<file path="src/rtl/branch_target_predictor.sv">
// Direct-mapped branch target predictor with saturating direction counters.
// Optional performance counters are enabled by BRANCH_TARGET_PREDICTOR_STATS_EN.
module branch_target_predictor #(
  parameter int ENTRIES       = 64,
  parameter int TAG_WIDTH     = 10,
  parameter int COUNTER_WIDTH = 2
) (
  input  logic        clock,
  input  logic        reset,
  input  logic [31:0] lookupAddress,
  output logic        branchPredictValid,
  output logic [31:0] branchPredictData,
  input  logic        updateValid,
  input  logic [31:0] updateAddress,
  input  logic        updateTaken,
  input  logic [31:0] updateTarget,
  input  logic        clearRequest,
  output logic        clearBusy,
  output logic [31:0] statLookups,
  output logic [31:0] statHits,
  output logic [31:0] statUpdates
);

  localparam int IDX_W = $clog2(ENTRIES);
  localparam int TAG_LO = IDX_W + 2;
  localparam int TAG_HI = IDX_W + TAG_WIDTH + 1;

  localparam logic [0:0] IDLE     = 1'b0;
  localparam logic [0:0] CLEARING = 1'b1;

  localparam logic [COUNTER_WIDTH-1:0] CNT_MAX = '1;
  localparam logic [COUNTER_WIDTH-1:0] CNT_WEAK =
    COUNTER_WIDTH'(1) << (COUNTER_WIDTH - 1);

  logic [ENTRIES-1:0]       validQ;
  logic [TAG_WIDTH-1:0]     tagQ     [ENTRIES];
  logic [31:0]              targetQ  [ENTRIES];
  logic [COUNTER_WIDTH-1:0] counterQ [ENTRIES];

  logic [0:0]       state;
  logic [IDX_W-1:0] walkIdx;

  logic [IDX_W-1:0]     lkIdx;
  logic [TAG_WIDTH-1:0] lkTag;
  logic                 lkHit;
  logic [IDX_W-1:0]     upIdx;
  logic [TAG_WIDTH-1:0] upTag;
  logic                 upHit;
  logic                 updateAccept;
  logic                 unusedPc;

  assign lkIdx = lookupAddress[IDX_W+1:2];
  assign lkTag = lookupAddress[TAG_HI:TAG_LO];
  assign lkHit = validQ[lkIdx] && (tagQ[lkIdx] == lkTag);

  assign upIdx = updateAddress[IDX_W+1:2];
  assign upTag = updateAddress[TAG_HI:TAG_LO];
  assign upHit = validQ[upIdx] && (tagQ[upIdx] == upTag);

  assign unusedPc = ^{lookupAddress, updateAddress};

  // A clear request in the same cycle wins over the update
  assign updateAccept = reset && (state == IDLE) &&
                        !clearRequest && updateValid;

  assign branchPredictValid = reset && (state == IDLE) && lkHit &&
                              counterQ[lkIdx][COUNTER_WIDTH-1];
  assign branchPredictData  = branchPredictValid ? targetQ[lkIdx] : '0;
  assign clearBusy          = reset && (state == CLEARING);

  always_ff @(posedge clock) begin
    if (!reset) begin
      validQ  <= '0;
      state   <= IDLE;
      walkIdx <= '0;
    end else if (state == CLEARING) begin
      validQ[walkIdx] <= 1'b0;
      if (&walkIdx) begin
        state   <= IDLE;
        walkIdx <= '0;
      end else begin
        walkIdx <= walkIdx + 1'b1;
      end
    end else if (clearRequest) begin
      state <= CLEARING;
    end else if (updateAccept && (upHit || updateTaken)) begin
      validQ[upIdx] <= 1'b1;
    end
  end

  // Payload arrays carry no reset so they can map onto RAM
  always_ff @(posedge clock) begin
    if (reset) begin
      if (state == CLEARING) begin
        counterQ[walkIdx] <= '0;
      end else if (updateAccept) begin
        if (upHit) begin
          if (updateTaken) begin
            targetQ[upIdx] <= updateTarget;
            if (counterQ[upIdx] != CNT_MAX)
              counterQ[upIdx] <= counterQ[upIdx] + 1'b1;
          end else if (counterQ[upIdx] != '0) begin
            counterQ[upIdx] <= counterQ[upIdx] - 1'b1;
          end
        end else if (updateTaken) begin
          tagQ[upIdx]     <= upTag;
          targetQ[upIdx]  <= updateTarget;
          counterQ[upIdx] <= CNT_WEAK;
        end
      end
    end
  end

`ifdef BRANCH_TARGET_PREDICTOR_STATS_EN
  logic [31:0] lookupsQ;
  logic [31:0] hitsQ;
  logic [31:0] updatesQ;

  always_ff @(posedge clock) begin
    if (!reset) begin
      lookupsQ <= '0;
      hitsQ    <= '0;
      updatesQ <= '0;
    end else begin
      if ((state == IDLE) && (lookupsQ != '1))
        lookupsQ <= lookupsQ + 1'b1;
      if (branchPredictValid && (hitsQ != '1))
        hitsQ <= hitsQ + 1'b1;
      if (updateAccept && (updatesQ != '1))
        updatesQ <= updatesQ + 1'b1;
    end
  end

  assign statLookups = lookupsQ;
  assign statHits    = hitsQ;
  assign statUpdates = updatesQ;
`else
  assign statLookups = '0;
  assign statHits    = '0;
  assign statUpdates = '0;
`endif

endmodule

</file>
<file path="config.mk">
export PLATFORM = sky130hd
export DESIGN_NAME = branch_target_predictor
export DESIGN_NICKNAME = d
export VERILOG_FILES = /design/src/rtl/branch_target_predictor.sv
export SDC_FILE = /design/constraint.sdc
export NUM_CORES = 2
export LEC_CHECK = 0
export BUFFER_PORTS_ARGS = -buffer_cell sky130_fd_sc_hd__buf_4
export CAP_MARGIN = 20
export CORE_ASPECT_RATIO = 1.2
export CORE_UTILIZATION = 53
export CTS_CLUSTER_DIAMETER = 80
export DETAILED_ROUTE_END_ITERATION = 10
export PLACE_DENSITY = 0.72
export SLEW_MARGIN = 20
export SYNTH_ARGS = -nofsm -noshare
export SYNTH_HDL_FRONTEND = slang
export SYNTH_SLANG_ARGS = --single-unit
</file>
<file path="constraint.sdc">
create_clock -name clock -period 4.4 [get_ports clock]
set_input_delay 0.22 -clock clock [delete_from_list [all_inputs] [get_ports clock]]
set_output_delay 0.22 -clock clock [all_outputs]
set_load 0.03 [all_outputs]
</file>
==> qor.csv <==
stage;metric;value;unit
sta;skew;0.0616;ns
setup_path;crit_path_end_kind;primary output;
routing;first_pass_iters;6;
setup_path;worstPathMaxFanout;16;
setup_path;critPathRequiredTime;4.18;ns
die;row_count;190;
die;die_h;522;um
cells_and_area;regArea;86000;sq um
setup_path;worstSetupStartpoint;tagQ[47][8]$_DFFE_PP_;
pwr;comb_power_share;6.4;%
yosys;yosysTopAreaCell;edfxtp_1;
setup_path;crit_arrival;4.81;ns
placement;dpl.hpwl;206;mm
cells_and_area;multiInputGateArea;32100;sq um
global_routing;gr-total-overflow;0;
sta;finalCritPeriodShare;114;%
outcome;status;complete, but fails checks;
die;start_util;53.4;%
clock_tree;clock_latency;0.88;ns
yosys;synthesis.area;119000;sq um
cells_and_area;nNetsFinal;6519;
yosys;seq_area_frac_synth;72.0;%
yosys;synthCells;5769;
pwr;p_int;0.0447;W
pwr;leakage;43.9;nW
pwr;power_frac_clock;40.8;%
pwr;switchingPower;0.0124;W
routing;drt_iter0_markers;9430;
placement;portBuffers;102;
yosys;synth_top_area_share;70.8;%
yosys;synth_enable_flop_cells;2816;
yosys;synth-async-reset-ratio;0;%
routing;via_count;66000;
sta;hold_viol_final;0;
setup_path;cp-start-kind;register;
global_routing;grt_max_degree;99;
global_routing;grt_pass1_vias;66700;
clock_tree;cts_tree;done;
pwr;p_sw_share;21.7;%
routing;drc;0;
die;core_area;224000;sq um
sta;setup_violations;33;
die;die_w;435;um
clock_tree;clkTransAtPathRegs;0.06;ns
yosys;yosysWarnings;0;
setup_path;r2r-start;validQ[37]$_SDFFE_PN0P_;
routing;routed_wirelength;352;mm
pwr;p_seq_share;52.7;%
sta;fmax;199;MHz
setup_path;worst-setup-path-type;reg -> out;
die;dieArea;227000;sq um
outcome;violations;setup timing;
sta;final.setup.tns;-18.27;ns
cells_and_area;fin_util;62.0;%
sta;tightest_slew;1.23;ns
sta;fin_crit;5.03;ns
clock_tree;htreeDepth;5;
sta;slew_violations;0;
setup_path;reg2reg_slack;0.03;ns
pwr;vdd_drop_max;0.420;mV
sta;fin_ws;-0.632;ns
yosys;synth_area_leaders;edfxtp_1 (71%), mux4_2 (18%), dfxtp_1 (1.2%), mux2i_1 (1.0%), clkbuf_1 (0.72%);
yosys;ys_types;75;
flow_run;drv_cap;0;
cells_and_area;drive_gt1_share;34.9;%
die;io_pins;231;
routing;wl_per_cell;36.6;um
clock_tree;cts.sinks;2887;
global_routing;grt_pass1_wl;494;mm
sta;grt_setup_unrepaired;true;
hold_path;min_from;reset;
sta;fin_hold_ws;0.0327;ns
placement;gp_congestion;0.987;
routing;via_per_inst;6.87;
hold_path;hold_path_class;in -> reg;
clock_tree;ctsRootBufferMaster;clkbuf_16;
routing;postRouteAntennaNets;0;
cells_and_area;syn_to_final_growth;16.2;%
sta;max-slew-margin-rel;17.8;%
global_routing;antenna_found_initial;16;
setup_path;rr_endpoint;counterQ[4][0]$_DFFE_PP_;
cells_and_area;nFillCells;15000;
setup_path;r2r.worst_path.cells;13;
yosys;synth_ff_type;edfxtp_1;
pwr;power.density;412;nW/um^2
yosys;syn_avg_cell_area;20.7;sq um
yosys;synth-seq-cells;2887;
global_routing;grt.total_usage;30.9;%
clock_tree;clockBufferDepth;4;
setup_path;cp-endpoint;branchPredictData[29];
clock_tree;cts_made_buffers;284;
-- critical path, cell delays in order, from the launching register on --
cell and delay (ns):
edfxtp_1 0.45, mux4_2 0.57, mux4_2 0.52, mux4_2 0.57
xnor2_2 0.17, nand2_2 0.09, nor4_4 0.32, buf_4 0.19
nand4_1 0.21, buf_12 0.29, a211oi_2 0.22, buf_4 0.18
buf_4 0.16
-- metrics by stage --
step	instances	worst slack [ns]	power, W	cell area, sq um
finish	9608	-0.632	0.0572	139000
global route	9605	-0.651	0.0585	139000
CTS	9603	-0.601	0.0573	139000
detailed placement	9070	-0.835	0.0343	129000
global placement	9070	-0.831	0.0343	129000
floorplan	5864	-0.0757	0.0328	120000
-- logic make-up after synthesis --
kind of cell | Yosys count | share of synthesized area (%)
adders and majority gates | 1 | 0.0105
buffers and inverters | 523 | 2.21
DFF | 2887 | 72.0
AOI/OAI and AO/OA | 544 | 3.27
other | 1 | 0.00314
muxes | 1116 | 19.5
and+or+nand+nor | 677 | 2.89
xor gates and xnor gates | 20 | 0.147
-- Yosys cell counts, types with 24 or more instances --
cell / count
o21a_1: 24
a211oi_1: 33
mux4_2: 962
o211ai_1: 25
mux2_2: 29
o21ai_0: 92
nand3_1: 120
nand2_1: 168
nor2_1: 125
clkbuf_1: 228
nor2b_1: 42
mux2i_1: 125
a22oi_1: 55
o22ai_1: 48
a31oi_1: 27
a21oi_1: 36
nor3_1: 82
buf_4: 112
buf_1: 67
edfxtp_1: 2816
a221oi_1: 54
o31ai_1: 55
buf_2: 89
dfxtp_1: 71
-- power by group through the flow --
stage / clock (W) / combinational [W] / sequential (W)
final: 0.0233 / 0.00368 / 0.0302
after global routing: 0.0245 / 0.00379 / 0.0301
after CTS: 0.0235 / 0.00363 / 0.0302
after detailed placement: 0 / 0.00356 / 0.0307
after global placement: 0 / 0.00351 / 0.0307
after floorplan: 0 / 0.00202 / 0.0307
-- what timing repair did --
action	in CTS	in global routing
hold buffers	36	0
gates resized for setup	14	35
buffers inserted	0	1
setup endpoints to repair	33	72
cloned	0	0
endpoints found under the hold margin	2185	0
-- registers in the layout (all words and copies together) (netlist names) --
register / count
counterQ: 128
state: 1
tagQ: 640
targetQ: 2048
validQ: 64
walkIdx: 6
-- layout by cell type (no fill, tap or decap), drive strengths merged, types with 24 or more instances in the layout --
master and count:
edfxtp 2816, mux4 962, buf 745, clkbuf 356, nand2 168, mux2i 125
nor2 125, nand3 120, clkinv 111, conb 96, o21ai 92, nor3 82
dfxtp 71, a22oi 55, o31ai 55, a221oi 55, o22ai 48, nor2b 42
a21oi 36, dlygate4sd3 36, a211oi 33, mux2 29, a31oi 27, o211ai 25
o21a 24
-- cell type report --
class,instances,area share [%]
repair buffers,782,5.87
multi-input cells,2454,23.2
inverters,8,0.0216
well taps,2976,2.68
diodes,4,0.00721
flip-flops and latches,2887,62.0
clock inverters,142,0.806
clock buffers,355,5.48
-- worst min-delay path by stage --
stage,endpoint,slack [ns],depth (start not counted)
2_1_floorplan,tagQ[0][0]$_DFFE_PP_,0.32,0
3_3_place_gp,state$_SDFF_PN0_,0.48,2
3_5_place_dp,state$_SDFF_PN0_,0.49,2
4_1_cts,validQ[53]$_SDFFE_PN0P_,0.02,3
5_1_grt,validQ[53]$_SDFFE_PN0P_,0.05,3
6_report,state$_SDFF_PN0_,0.03,3
-- layer usage --
layer  GRT usage [%]  part of all wire [%]  up-vias
li1                -                     -    25700
met1            39.0                    34    34400
met2            51.2                    50     4870
met3            5.65                    10     1004
met4            16.3                   6.0       14
met5               0                 0.028        -
No activity file was read; power rests on OpenSTA's default activity.
